**config.mk**
```make
export PLATFORM = sky130hd
export DESIGN_NAME = ysyx_24080006_mem_arbiter
export DESIGN_NICKNAME = d
export VERILOG_FILES = /design/src/rtl/ysyx_24080006_pkg.sv /design/src/rtl/ysyx_24080006_arb_pick.sv /design/src/rtl/ysyx_24080006_mem_arbiter.sv
export SDC_FILE = /design/constraint.sdc
export NUM_CORES = 1
export LEC_CHECK = 0
export ABC_AREA = 1
export ABC_CLOCK_PERIOD_IN_PS = 1600
export BUFFER_PORTS_ARGS = -buffer_cell sky130_fd_sc_hd__buf_4
export CAP_MARGIN = 20
export CORE_MARGIN = 2
export CORE_UTILIZATION = 42
export CTS_CLUSTER_DIAMETER = 150
export DETAILED_ROUTE_END_ITERATION = 10
export GPL_ROUTABILITY_DRIVEN = 0
export PLACE_DENSITY = 0.77
export REMOVE_ABC_BUFFERS = 1
export SLEW_MARGIN = 15
export SYNTH_ARGS = -nofsm -noshare
export SYNTH_HDL_FRONTEND = slang
export SYNTH_SLANG_ARGS = --single-unit
```
**constraint.sdc**
```tcl
create_clock -name clock -period 1.6 [get_ports clock]
set_clock_uncertainty 0.2 [all_clocks]
set_input_delay 0 -clock clock [delete_from_list [all_inputs] [get_ports clock]]
set_output_delay 0 -clock clock [all_outputs]
set_load 0.02 [all_outputs]
```
**src/rtl/ysyx_24080006_pkg.sv**
```systemverilog
// ysyx_24080006_pkg: shared types for the memory arbiter (FSM states, grant ids, store strobe table).
package ysyx_24080006_pkg;
  typedef enum logic [2:0] {IDLE, RADDR, RDATA, WADDR, WRESP} arb_state_e;
  typedef enum logic {GNT_IFU, GNT_LSU} arb_grant_e;
  localparam logic [3:0][3:0] WSTRB_LUT = {4'b0000, 4'b1111, 4'b0011, 4'b0001};
  function automatic logic misaligned(input logic [1:0] size, input logic [1:0] off);
    return size == 2'd3 || (size == 2'd1 && off[0]) || (size == 2'd2 && off != 2'd0);
  endfunction
endpackage

```
**src/rtl/ysyx_24080006_arb_pick.sv**
```systemverilog
// ysyx_24080006_arb_pick: IFU/LSU grant selection; defining YSYX_24080006_ARB_RR_EN selects
// round-robin (last winner loses a tie), otherwise fixed priority by IFU_PRIO.
module ysyx_24080006_arb_pick
  import ysyx_24080006_pkg::*;
#(
  parameter int IFU_PRIO = 0
) (
  input  logic       clock,
  input  logic       reset_n,
  input  logic       ifu_valid,
  input  logic       lsu_valid,
  input  logic       take,
  output arb_grant_e gnt
);
  arb_grant_e tie;
`ifdef YSYX_24080006_ARB_RR_EN
  arb_grant_e last_q;
  logic unused_prio;
  assign unused_prio = IFU_PRIO != 0;
  assign tie = last_q == GNT_LSU ? GNT_IFU : GNT_LSU;
  always_ff @(posedge clock or negedge reset_n)
    if (!reset_n) last_q <= GNT_LSU;
    else if (take) last_q <= gnt;
`else
  logic unused_rr;
  assign unused_rr = &{1'b0, clock, reset_n, take};
  assign tie = IFU_PRIO != 0 ? GNT_IFU : GNT_LSU;
`endif
  assign gnt = ifu_valid && lsu_valid ? tie : ifu_valid ? GNT_IFU : GNT_LSU;
endmodule

```
**src/rtl/ysyx_24080006_mem_arbiter.sv**
```systemverilog
// ysyx_24080006_mem_arbiter: shares one AXI4-Lite master between IFU fetches and LSU loads/stores,
// one transaction at a time; YSYX_24080006_ARB_RR_EN switches the tie-break to round-robin.
module ysyx_24080006_mem_arbiter
  import ysyx_24080006_pkg::*;
#(
  parameter int IFU_PRIO = 0
) (
  input  logic        clock,
  input  logic        reset_n,
  input  logic        ifu_req_valid,
  output logic        ifu_req_ready,
  input  logic [31:0] ifu_addr,
  output logic        ifu_rsp_valid,
  output logic [31:0] ifu_rsp_data,
  output logic        ifu_rsp_err,
  input  logic        lsu_req_valid,
  output logic        lsu_req_ready,
  input  logic [31:0] lsu_addr,
  input  logic        lsu_write,
  input  logic [1:0]  lsu_size,
  input  logic [31:0] lsu_wdata,
  output logic        lsu_rsp_valid,
  output logic [31:0] lsu_rsp_data,
  output logic        lsu_rsp_err,
  output logic [31:0] m_araddr,
  output logic [2:0]  m_arprot,
  output logic        m_arvalid,
  input  logic        m_arready,
  input  logic [31:0] m_rdata,
  input  logic [1:0]  m_rresp,
  input  logic        m_rvalid,
  output logic        m_rready,
  output logic [31:0] m_awaddr,
  output logic [2:0]  m_awprot,
  output logic        m_awvalid,
  input  logic        m_awready,
  output logic [31:0] m_wdata,
  output logic [3:0]  m_wstrb,
  output logic        m_wvalid,
  input  logic        m_wready,
  input  logic [1:0]  m_bresp,
  input  logic        m_bvalid,
  output logic        m_bready
);
  arb_state_e state, state_n;
  arb_grant_e gnt, gnt_q;
  logic [31:0] addr_q, wdata_q;
  logic [3:0] wstrb_q;
  logic aw_done, w_done, take, lsu_win, mis, r_done, b_done, unused_ifu_off;
  ysyx_24080006_arb_pick #(.IFU_PRIO(IFU_PRIO)) u_pick (
    .clock    (clock),
    .reset_n  (reset_n),
    .ifu_valid(ifu_req_valid),
    .lsu_valid(lsu_req_valid),
    .take     (take),
    .gnt      (gnt)
  );
  assign unused_ifu_off = ^ifu_addr[1:0];
  assign take = state == IDLE && (ifu_req_valid || lsu_req_valid);
  assign lsu_win = gnt == GNT_LSU;
  assign mis = misaligned(lsu_size, lsu_addr[1:0]);
  assign ifu_req_ready = take && !lsu_win;
  assign lsu_req_ready = take && lsu_win;
  assign r_done = state == RDATA && m_rvalid;
  assign b_done = state == WRESP && m_bvalid;
  assign m_arvalid = state == RADDR;
  assign m_rready = state == RDATA;
  assign m_awvalid = state == WADDR && !aw_done;
  assign m_wvalid = state == WADDR && !w_done;
  assign m_bready = state == WRESP;
  assign m_araddr = addr_q;
  assign m_awaddr = addr_q;
  assign m_wdata = wdata_q;
  assign m_wstrb = wstrb_q;
  assign m_arprot = 3'd0;
  assign m_awprot = 3'd0;
  always_comb begin
    state_n = state;
    case (state)
      IDLE:    if (take && !(lsu_win && mis)) state_n = lsu_win && lsu_write ? WADDR : RADDR;
      RADDR:   if (m_arready) state_n = RDATA;
      RDATA:   if (m_rvalid) state_n = IDLE;
      WADDR:   if ((aw_done || m_awready) && (w_done || m_wready)) state_n = WRESP;
      WRESP:   if (m_bvalid) state_n = IDLE;
      default: state_n = IDLE;
    endcase
  end
  // Responses are registered, so the pulse coincides with the return to IDLE.
  always_ff @(posedge clock or negedge reset_n)
    if (!reset_n) begin
      state <= IDLE;
      gnt_q <= GNT_IFU;
      addr_q <= '0;
      wdata_q <= '0;
      wstrb_q <= '0;
      aw_done <= 1'b0;
      w_done <= 1'b0;
      ifu_rsp_valid <= 1'b0;
      ifu_rsp_data <= '0;
      ifu_rsp_err <= 1'b0;
      lsu_rsp_valid <= 1'b0;
      lsu_rsp_data <= '0;
      lsu_rsp_err <= 1'b0;
    end else begin
      state <= state_n;
      ifu_rsp_valid <= r_done && gnt_q == GNT_IFU;
      lsu_rsp_valid <= (r_done && gnt_q == GNT_LSU) || b_done || (lsu_req_ready && mis);
      if (r_done && gnt_q == GNT_IFU) {ifu_rsp_data, ifu_rsp_err} <= {m_rdata, m_rresp != 2'd0};
      if (r_done && gnt_q == GNT_LSU) {lsu_rsp_data, lsu_rsp_err} <= {m_rdata, m_rresp != 2'd0};
      if (b_done) lsu_rsp_err <= m_bresp != 2'd0;
      if (lsu_req_ready && mis) lsu_rsp_err <= 1'b1;
      if (take) begin
        gnt_q <= gnt;
        addr_q <= {lsu_win ? lsu_addr[31:2] : ifu_addr[31:2], 2'b00};
        wstrb_q <= WSTRB_LUT[lsu_size] << lsu_addr[1:0];
        wdata_q <= lsu_wdata << {lsu_addr[1:0], 3'b000};
      end
      aw_done <= state == WADDR && (aw_done || m_awready);
      w_done <= state == WADDR && (w_done || m_wready);
    end
endmodule
```
==> tab_implementation.tex, run 1 <==
\begin{tabular}{lr}
\hline
Metric & Value \\
\hline
\multicolumn{2}{l}{\textbf{Outcome}} \\
Run status & complete, but fails checks \\
Violated checks & negative setup slack \\
\multicolumn{2}{l}{\textbf{Clock network}} \\
Total CTS buffers & 17 \\
Later-pin clock latency in the skew report & 430 ps \\
Clock slew at reported path FFs & 60 ps \\
Num Clock Sinks & 140 \\
CTS tree & yes \\
CTS max path bufs & 2 \\
Clock root cell & clkbuf\_16 \\
CTS H-tree depth & 4 \\
\multicolumn{2}{l}{\textbf{Floorplanning}} \\
Initial Utilization & 42.9\% \\
Total core area & 0.0151 sq mm \\
Floorplan row count & 45 \\
Die Span X & 128 um \\
Top Ports & 325 \\
Floorplan die area & 0.0165 sq mm \\
Die extent in y & 128 um \\
\multicolumn{2}{l}{\textbf{Power}} \\
Lkg Pwr & 0.00630 uW \\
Sum of internal, switching and leakage power & 23600 uW \\
Power density normalized to cell area & 1930 mW/mm\^{}2 \\
Worst supply voltage drop on vdd & 0.00118 V \\
\multicolumn{2}{l}{\textbf{Placement}} \\
Placed wire-length estimate after detailed placement & 14.0 mm \\
Total cell area at the placement stage & 0.00886 sq mm \\
I/O Buffers & 312 \\
Placed cell count & 1236 \\
Place WS & -77.4 ps \\
\multicolumn{2}{l}{\textbf{Synthesis}} \\
Fraction of registers with async set or reset after synthesis & 100\% \\
Post-synthesis sequential element count & 140 \\
Top FF cell, synth & dfrtp\_1 \\
Synthesized area & 0.00649 sq mm \\
Sequential share of the synthesized area & 54.0\% \\
Count of unique library cells instantiated by Yosys & 26 \\
Synthesized area per cell & 8.27 sq um \\
Cell count after synthesis & 785 \\
Post-synth EDFFs & 0 \\
Count of synthesis-stage warnings from yosys & 0 \\
\multicolumn{2}{l}{\textbf{Setup path}} \\
Critical Path Fanout Max & 17 \\
Startpoint type of the worst setup path & flop \\
Required time reported for the critical path endpoint & 1730 ps \\
Critical Path Sink Type & flop \\
Data arrival at the endpoint of the critical path & 1920 ps \\
Kind of critical path & reg -> reg \\
\multicolumn{2}{l}{\textbf{Routing}} \\
Drt via density & 5.35 \\
Number of optimization iterations in the first detailed-route pass & 7 \\
Vias & 7850 \\
Starting DRC count in detailed routing & 558 \\
DRT antenna net count & 0 \\
Average wire per standard cell & 19.9 um \\
Number of remaining DRC errors & 0 \\
Final WL & 29.2 mm \\
\multicolumn{2}{l}{\textbf{Final layout}} \\
Leading cell type in the layout, fill and taps excluded & buf\_4 \\
Most frequent cells in the layout & 326 x buf\_4, 220 x nand2\_1, 154 x dlygate4sd3\_1 \\
Final core utilization & 80.8\% \\
\# fillers & 799 \\
Share of layout cells above drive strength 1 & 41.7\% \\
Final cell count without fillers & 1466 \\
Number of antenna diodes & 0 \\
Syn-to-layout area delta & 88.4\% \\
Number of nets in the layout & 1413 \\
Post-Layout Inst Area & 0.0122 sq mm \\
\multicolumn{2}{l}{\textbf{Global routing}} \\
Antenna violations before repair & 0 \\
Number of global-route vias before repair & 7400 \\
Pin count of the biggest net entering global routing & 68 \\
First-pass GRT wire length & 36.7 mm \\
Remaining global-route overflow & 0 \\
Total routing usage reported by global routing & 28.9\% \\
\multicolumn{2}{l}{\textbf{Timing}} \\
Min Clock Period, post-route & 1790 ps \\
RSZ-0062 raised after global routing & yes \\
Final clock period utilization by the worst path & 112\% \\
Highest achievable clock rate & 557 MHz \\
Setup violation total in the final timing report & 142 \\
Number of endpoints with negative hold slack in the final report & 0 \\
Max Transition Viols Final & 0 \\
Post-layout worst setup margin & -194 ps \\
\multicolumn{2}{l}{\textbf{Flow run}} \\
Max Cap Violations & 0 \\
\multicolumn{2}{l}{\textbf{Worst hold path}} \\
Worst hold path class & in -> reg \\
\hline
\end{tabular}
-- logic make-up (layout without fill, tap and decap cells) --
group,count (synthesis),in the layout,synth area share (%)
simple gates,355,357,22.1
buf+inv,145,627,11.7
compound gates,140,140,11.4
flops,140,140,54.0
fa+ha+maj,4,4,0.771
other cells,1,10,0.0578
-- synth_stat cells, types with 2 or more instances --
library cell,number,share of area (%)
or2_2,2,0.19
inv_2,2,0.12
buf_4,41,4.7
nor2_2,2,0.19
dfrtp_1,140,54
o21ai_2,4,0.54
buf_2,18,1.4
nand3_1,36,2.8
nand4_1,4,0.39
inv_1,61,3.5
nand2_1,276,16
o21ai_1,57,4.4
clkbuf_1,17,0.98
a21oi_1,15,1.2
buf_6,5,0.87
nor2_1,28,1.6
o21ai_0,54,4.2
ha_1,4,0.77
o31ai_1,10,1.2
nand3_2,3,0.46
-- where the power goes --
| group | switching, uW | internal (uW) |
|---|---|---|
| sequential | 1360 | 5160 |
| combinational | 7190 | 5810 |
| clock | 1590 | 2500 |
-- worst max-delay path: stages, from the launching register on --
cell	delay, ps
dfrtp_2	400
buf_6	130
inv_4	40
nor3_4	210
buf_6	140
nand3_4	140
clkbuf_16	230
o21ai_1	210
-- flip-flops by register name, summed over array words and instances (netlist names) --
signal / cells
ifu_rsp_data: 32
lsu_rsp_data: 32
m_wdata: 32
m_araddr: 30
m_wstrb: 4
state: 3
aw_done: 1
gnt_q: 1
ifu_rsp_err: 1
ifu_rsp_valid: 1
lsu_rsp_err: 1
lsu_rsp_valid: 1
w_done: 1
-- through the flow --
| step | hold slack [ps] | setup TNS [ps] |
|---|---|---|
| 2_1_floorplan | -496 | -88150 |
| 3_3_place_gp | -257 | 0 |
| 3_5_place_dp | -254 | -1070 |
| 4_1_cts | -106 | -1340 |
| 5_1_grt | 67.0 | -20660 |
| 6_report | 49.4 | -12520 |
-- area by class of cell --
class | count | area (sq um) | share of cell area [%]
repair buffers | 531 | 4870 | 39.8
flip-flops and latches | 140 | 3510 | 28.7
multi-input cells | 511 | 2760 | 22.6
clock buffers | 19 | 443 | 3.62
inverters | 64 | 251 | 2.06
well taps | 188 | 235 | 1.92
clock inverters | 13 | 166 | 1.36
-- worst paths after layout --
path,startpoint,endpoint,slack (ps),cells past startpoint
max in group asynchronous,reset_n,lsu_rsp_data[2]$_DFFE_PN0P_,210,4
worst min-delay path,lsu_addr[0],m_wdata[9]$_DFFE_PN0P_,50,6
worst max register to register,state[1]$_DFFE_PN0P_,ifu_rsp_data[27]$_DFFE_PN0P_,-190,7
worst min register to register,lsu_rsp_data[22]$_DFFE_PN0P_,lsu_rsp_data[22]$_DFFE_PN0P_,280,2
worst max-delay path,state[1]$_DFFE_PN0P_,ifu_rsp_data[27]$_DFFE_PN0P_,-190,7
min in group asynchronous,reset_n,lsu_rsp_data[17]$_DFFE_PN0P_,390,3
-- repair_timing --
item,CTS,global route
buffers inserted,10,11
setup endpoints to repair,45,140
endpoints found under the hold margin,280,1
cloned,2,22
gates resized for setup,26,178
pin swaps,6,15
hold buffers,153,1
-- metal layers --
metal / vias up / track usage, % / share of wire, %
li1: 3412 / - / -
met1: 3742 / 31.9 / 35
met4: 0 / 16.1 / 6.1
met2: 537 / 50.2 / 51
met3: 159 / 8.27 / 8.7
met5: - / 0 / 0
No activity file was read; power rests on OpenSTA's default activity.
==> inputs of run 2 (changes only) <==
Settings changed: CORE_UTILIZATION 42 to 24, PLACE_DENSITY 0.77 to not set.
==> tab_implementation.tex, run 2 (synthesis results as in run 1) <==
\begin{tabular}{lr}
\hline
Metric & Value \\
\hline
\multicolumn{2}{l}{\textbf{Outcome}} \\
Run status & complete, but fails checks \\
Violated checks & negative setup slack \\
\multicolumn{2}{l}{\textbf{Timing}} \\
Number of endpoints with negative hold slack in the final report & 0 \\
Final clock period utilization by the worst path & 109\% \\
Transition at the pin with the smallest max-transition slack & 774 ps \\
Max Transition Viols Final & 0 \\
Relative slew slack & 48.2\% \\
Worst Hold Slack & 31.0 ps \\
Post-Route Setup TNS & -8820 ps \\
RSZ-0062 raised after global routing & yes \\
Post-layout worst setup margin & -143 ps \\
Highest achievable clock rate & 574 MHz \\
Min Clock Period, post-route & 1740 ps \\
Setup violation total in the final timing report & 130 \\
\multicolumn{2}{l}{\textbf{Global routing}} \\
Number of global-route vias before repair & 6844 \\
Pin count of the biggest net entering global routing & 62 \\
Remaining global-route overflow & 0 \\
First-pass GRT wire length & 35.9 mm \\
Total routing usage reported by global routing & 16.1\% \\
Antenna violations before repair & 2 \\
\multicolumn{2}{l}{\textbf{Clock network}} \\
Clock slew at reported path FFs & 70 ps \\
CTS H-tree depth & 4 \\
Total CTS buffers & 17 \\
Clock root cell & clkbuf\_16 \\
CTS tree & yes \\
Later-pin clock latency in the skew report & 410 ps \\
CTS max path bufs & 2 \\
Num Clock Sinks & 140 \\
\multicolumn{2}{l}{\textbf{Setup path}} \\
Critical Path Fanout Max & 8 \\
Critical Path Slowest Stage Cell & dfrtp\_2 \\
Endpoint of the most critical register-to-register path & lsu\_rsp\_err\$\_DFFE\_PN0P\_ \\
R2R depth & 8 \\
CP Cell Sequence & buf\_6 -> buf\_6 -> inv\_4 -> nor3\_4 -> nand3\_4 -> clkbuf\_16 -> nand4\_1 -> nand2\_1 \\
Kind of critical path & reg -> reg \\
Library cell appearing most often on the critical path & buf\_6 \\
Launching point of the worst reg2reg path & state[1]\$\_DFFE\_PN0P\_ \\
Required time reported for the critical path endpoint & 1700 ps \\
Critical Path Sink Type & flop \\
Data arrival at the endpoint of the critical path & 1850 ps \\
Cell family with most CP delay & simple AND/OR/NAND/NOR gates \\
Buf/Inv on CP & 4 \\
Capture point of the critical path & lsu\_rsp\_err\$\_DFFE\_PN0P\_ \\
Critical path launch point & state[1]\$\_DFFE\_PN0P\_ \\
Register-to-register setup slack & -140 ps \\
Cell depth of the worst setup path & 8 \\
Peak per-stage delay on the critical path & 400 ps \\
Startpoint type of the worst setup path & flop \\
\multicolumn{2}{l}{\textbf{Power}} \\
Lkg Pwr & 0.00617 uW \\
Worst supply voltage drop on vdd & 0.000837 V \\
Switching power & 9350 uW \\
Internal Pwr Total & 13000 uW \\
Power density normalized to cell area & 1830 mW/mm\^{}2 \\
Clock power frac & 19.3\% \\
Fraction of power consumed by sequential logic & 28.7\% \\
Switching power as a share of total power & 41.9\% \\
Share of total power in combinational logic & 52.0\% \\
\multicolumn{2}{l}{\textbf{Floorplanning}} \\
Top Ports & 325 \\
Initial Utilization & 24.3\% \\
Total core area & 0.0267 sq mm \\
Floorplan die area & 0.0284 sq mm \\
Die Span X & 168 um \\
Floorplan row count & 60 \\
Die extent in y & 168 um \\
\multicolumn{2}{l}{\textbf{Routing}} \\
Vias & 7162 \\
DRT antenna net count & 0 \\
Number of remaining DRC errors & 0 \\
Average wire per standard cell & 15.5 um \\
Starting DRC count in detailed routing & 416 \\
Final WL & 25.1 mm \\
Number of optimization iterations in the first detailed-route pass & 6 \\
Drt via density & 4.43 \\
\multicolumn{2}{l}{\textbf{Worst hold path}} \\
Worst hold path class & in -> reg \\
Hold-critical path depth & 6 \\
\multicolumn{2}{l}{\textbf{Final layout}} \\
Share of layout cells above drive strength 1 & 38.5\% \\
Multi-input gate area in the final layout & 0.00267 sq mm \\
Leading cell type in the layout, fill and taps excluded & buf\_4 \\
Most frequent cells in the layout & 329 x buf\_4, 245 x nand2\_1, 165 x dlygate4sd3\_1 \\
Post-Layout Inst Area & 0.0122 sq mm \\
Register area & 0.00351 sq mm \\
Number of nets in the layout & 1407 \\
\# fillers & 2478 \\
Syn-to-layout area delta & 87.4\% \\
\multicolumn{2}{l}{\textbf{Flow run}} \\
Max Cap Violations & 0 \\
\multicolumn{2}{l}{\textbf{Placement}} \\
Total cell area at the placement stage & 0.00909 sq mm \\
I/O Buffers & 312 \\
Place WS & -14.3 ps \\
Placed wire-length estimate after detailed placement & 14.9 mm \\
\hline
\end{tabular}
run 2: cell types whose count changed in the layout (fill, tap and decap cells not counted), sizes merged:
cell | previous run | this run
buf | 364 | 357
bufbuf | 0 | 1
clkbuf | 32 | 24
clkinv | 7 | 2
clkinvlp | 3 | 1
diode | 0 | 2
dlygate4sd3 | 154 | 165
inv | 64 | 70
nand3 | 41 | 39
run 2: worst reg2reg max path: stages (launching register included):
cell and delay [ps]:
dfrtp_2 400, buf_6 110, buf_6 100, inv_4 40, nor3_4 160, nand3_4 220
clkbuf_16 260, nand4_1 90, nand2_1 60
run 2: power groups by stage:
stage / Clock (uW) / Sequential (uW) / Combinational [uW]
2_1_floorplan: 0 / 8460 / 2580
4_1_cts: 4460 / 6280 / 10700
3_5_place_dp: 0 / 6300 / 9710
6_report: 4320 / 6410 / 11600
3_3_place_gp: 0 / 6280 / 9590
5_1_grt: 4600 / 6610 / 12400
run 2: worst min path at each step:
stage	from	endpoint
floorplan	reset_n	aw_done$_DFF_PN0_
global placement	reset_n	lsu_rsp_data[16]$_DFFE_PN0P_
detailed placement	reset_n	ifu_rsp_data[0]$_DFFE_PN0P_
CTS	lsu_addr[0]	m_wstrb[0]$_DFFE_PN0P_
global route	lsu_addr[0]	m_wdata[14]$_DFFE_PN0P_
finish	lsu_addr[1]	m_wdata[20]$_DFFE_PN0P_
run 2: per-layer routing:
layer / share of wire [%] / global-route usage, %
met5: 0 / 0
met3: 7.0 / 4.51
met2: 49 / 26.9
met1: 41 / 19.9
met4: 2.3 / 5.73
run 2: cell type report:
type                       instances  share of cell area [%]
inverter                          64                    2.06
timing repair buffer             527                    38.5
clock buffer                      20                    3.75
tap                              341                    3.51
antenna                            2                  0.0411
sequential                       140                    28.8
clock inverter                    12                    1.44
multi-input combinational        509                    21.9
run 2: metrics by stage:
stage,utilization [%],instances,total power (uW)
2_1_floorplan,-,713,11000
3_3_place_gp,34.0,1391,15900
3_5_place_dp,34.0,1391,16000
4_1_cts,43.6,1603,21400
5_1_grt,45.5,1615,23600
6_report,45.5,1615,22300
run 2: repair_timing:
action	in CTS	in global routing
hold endpoints to repair	280	0
endpoints found under the setup margin	7	144
gates cloned	2	7
pin swaps	7	19
hold buffers	165	0
setup buffers	13	3
resized for setup	43	116
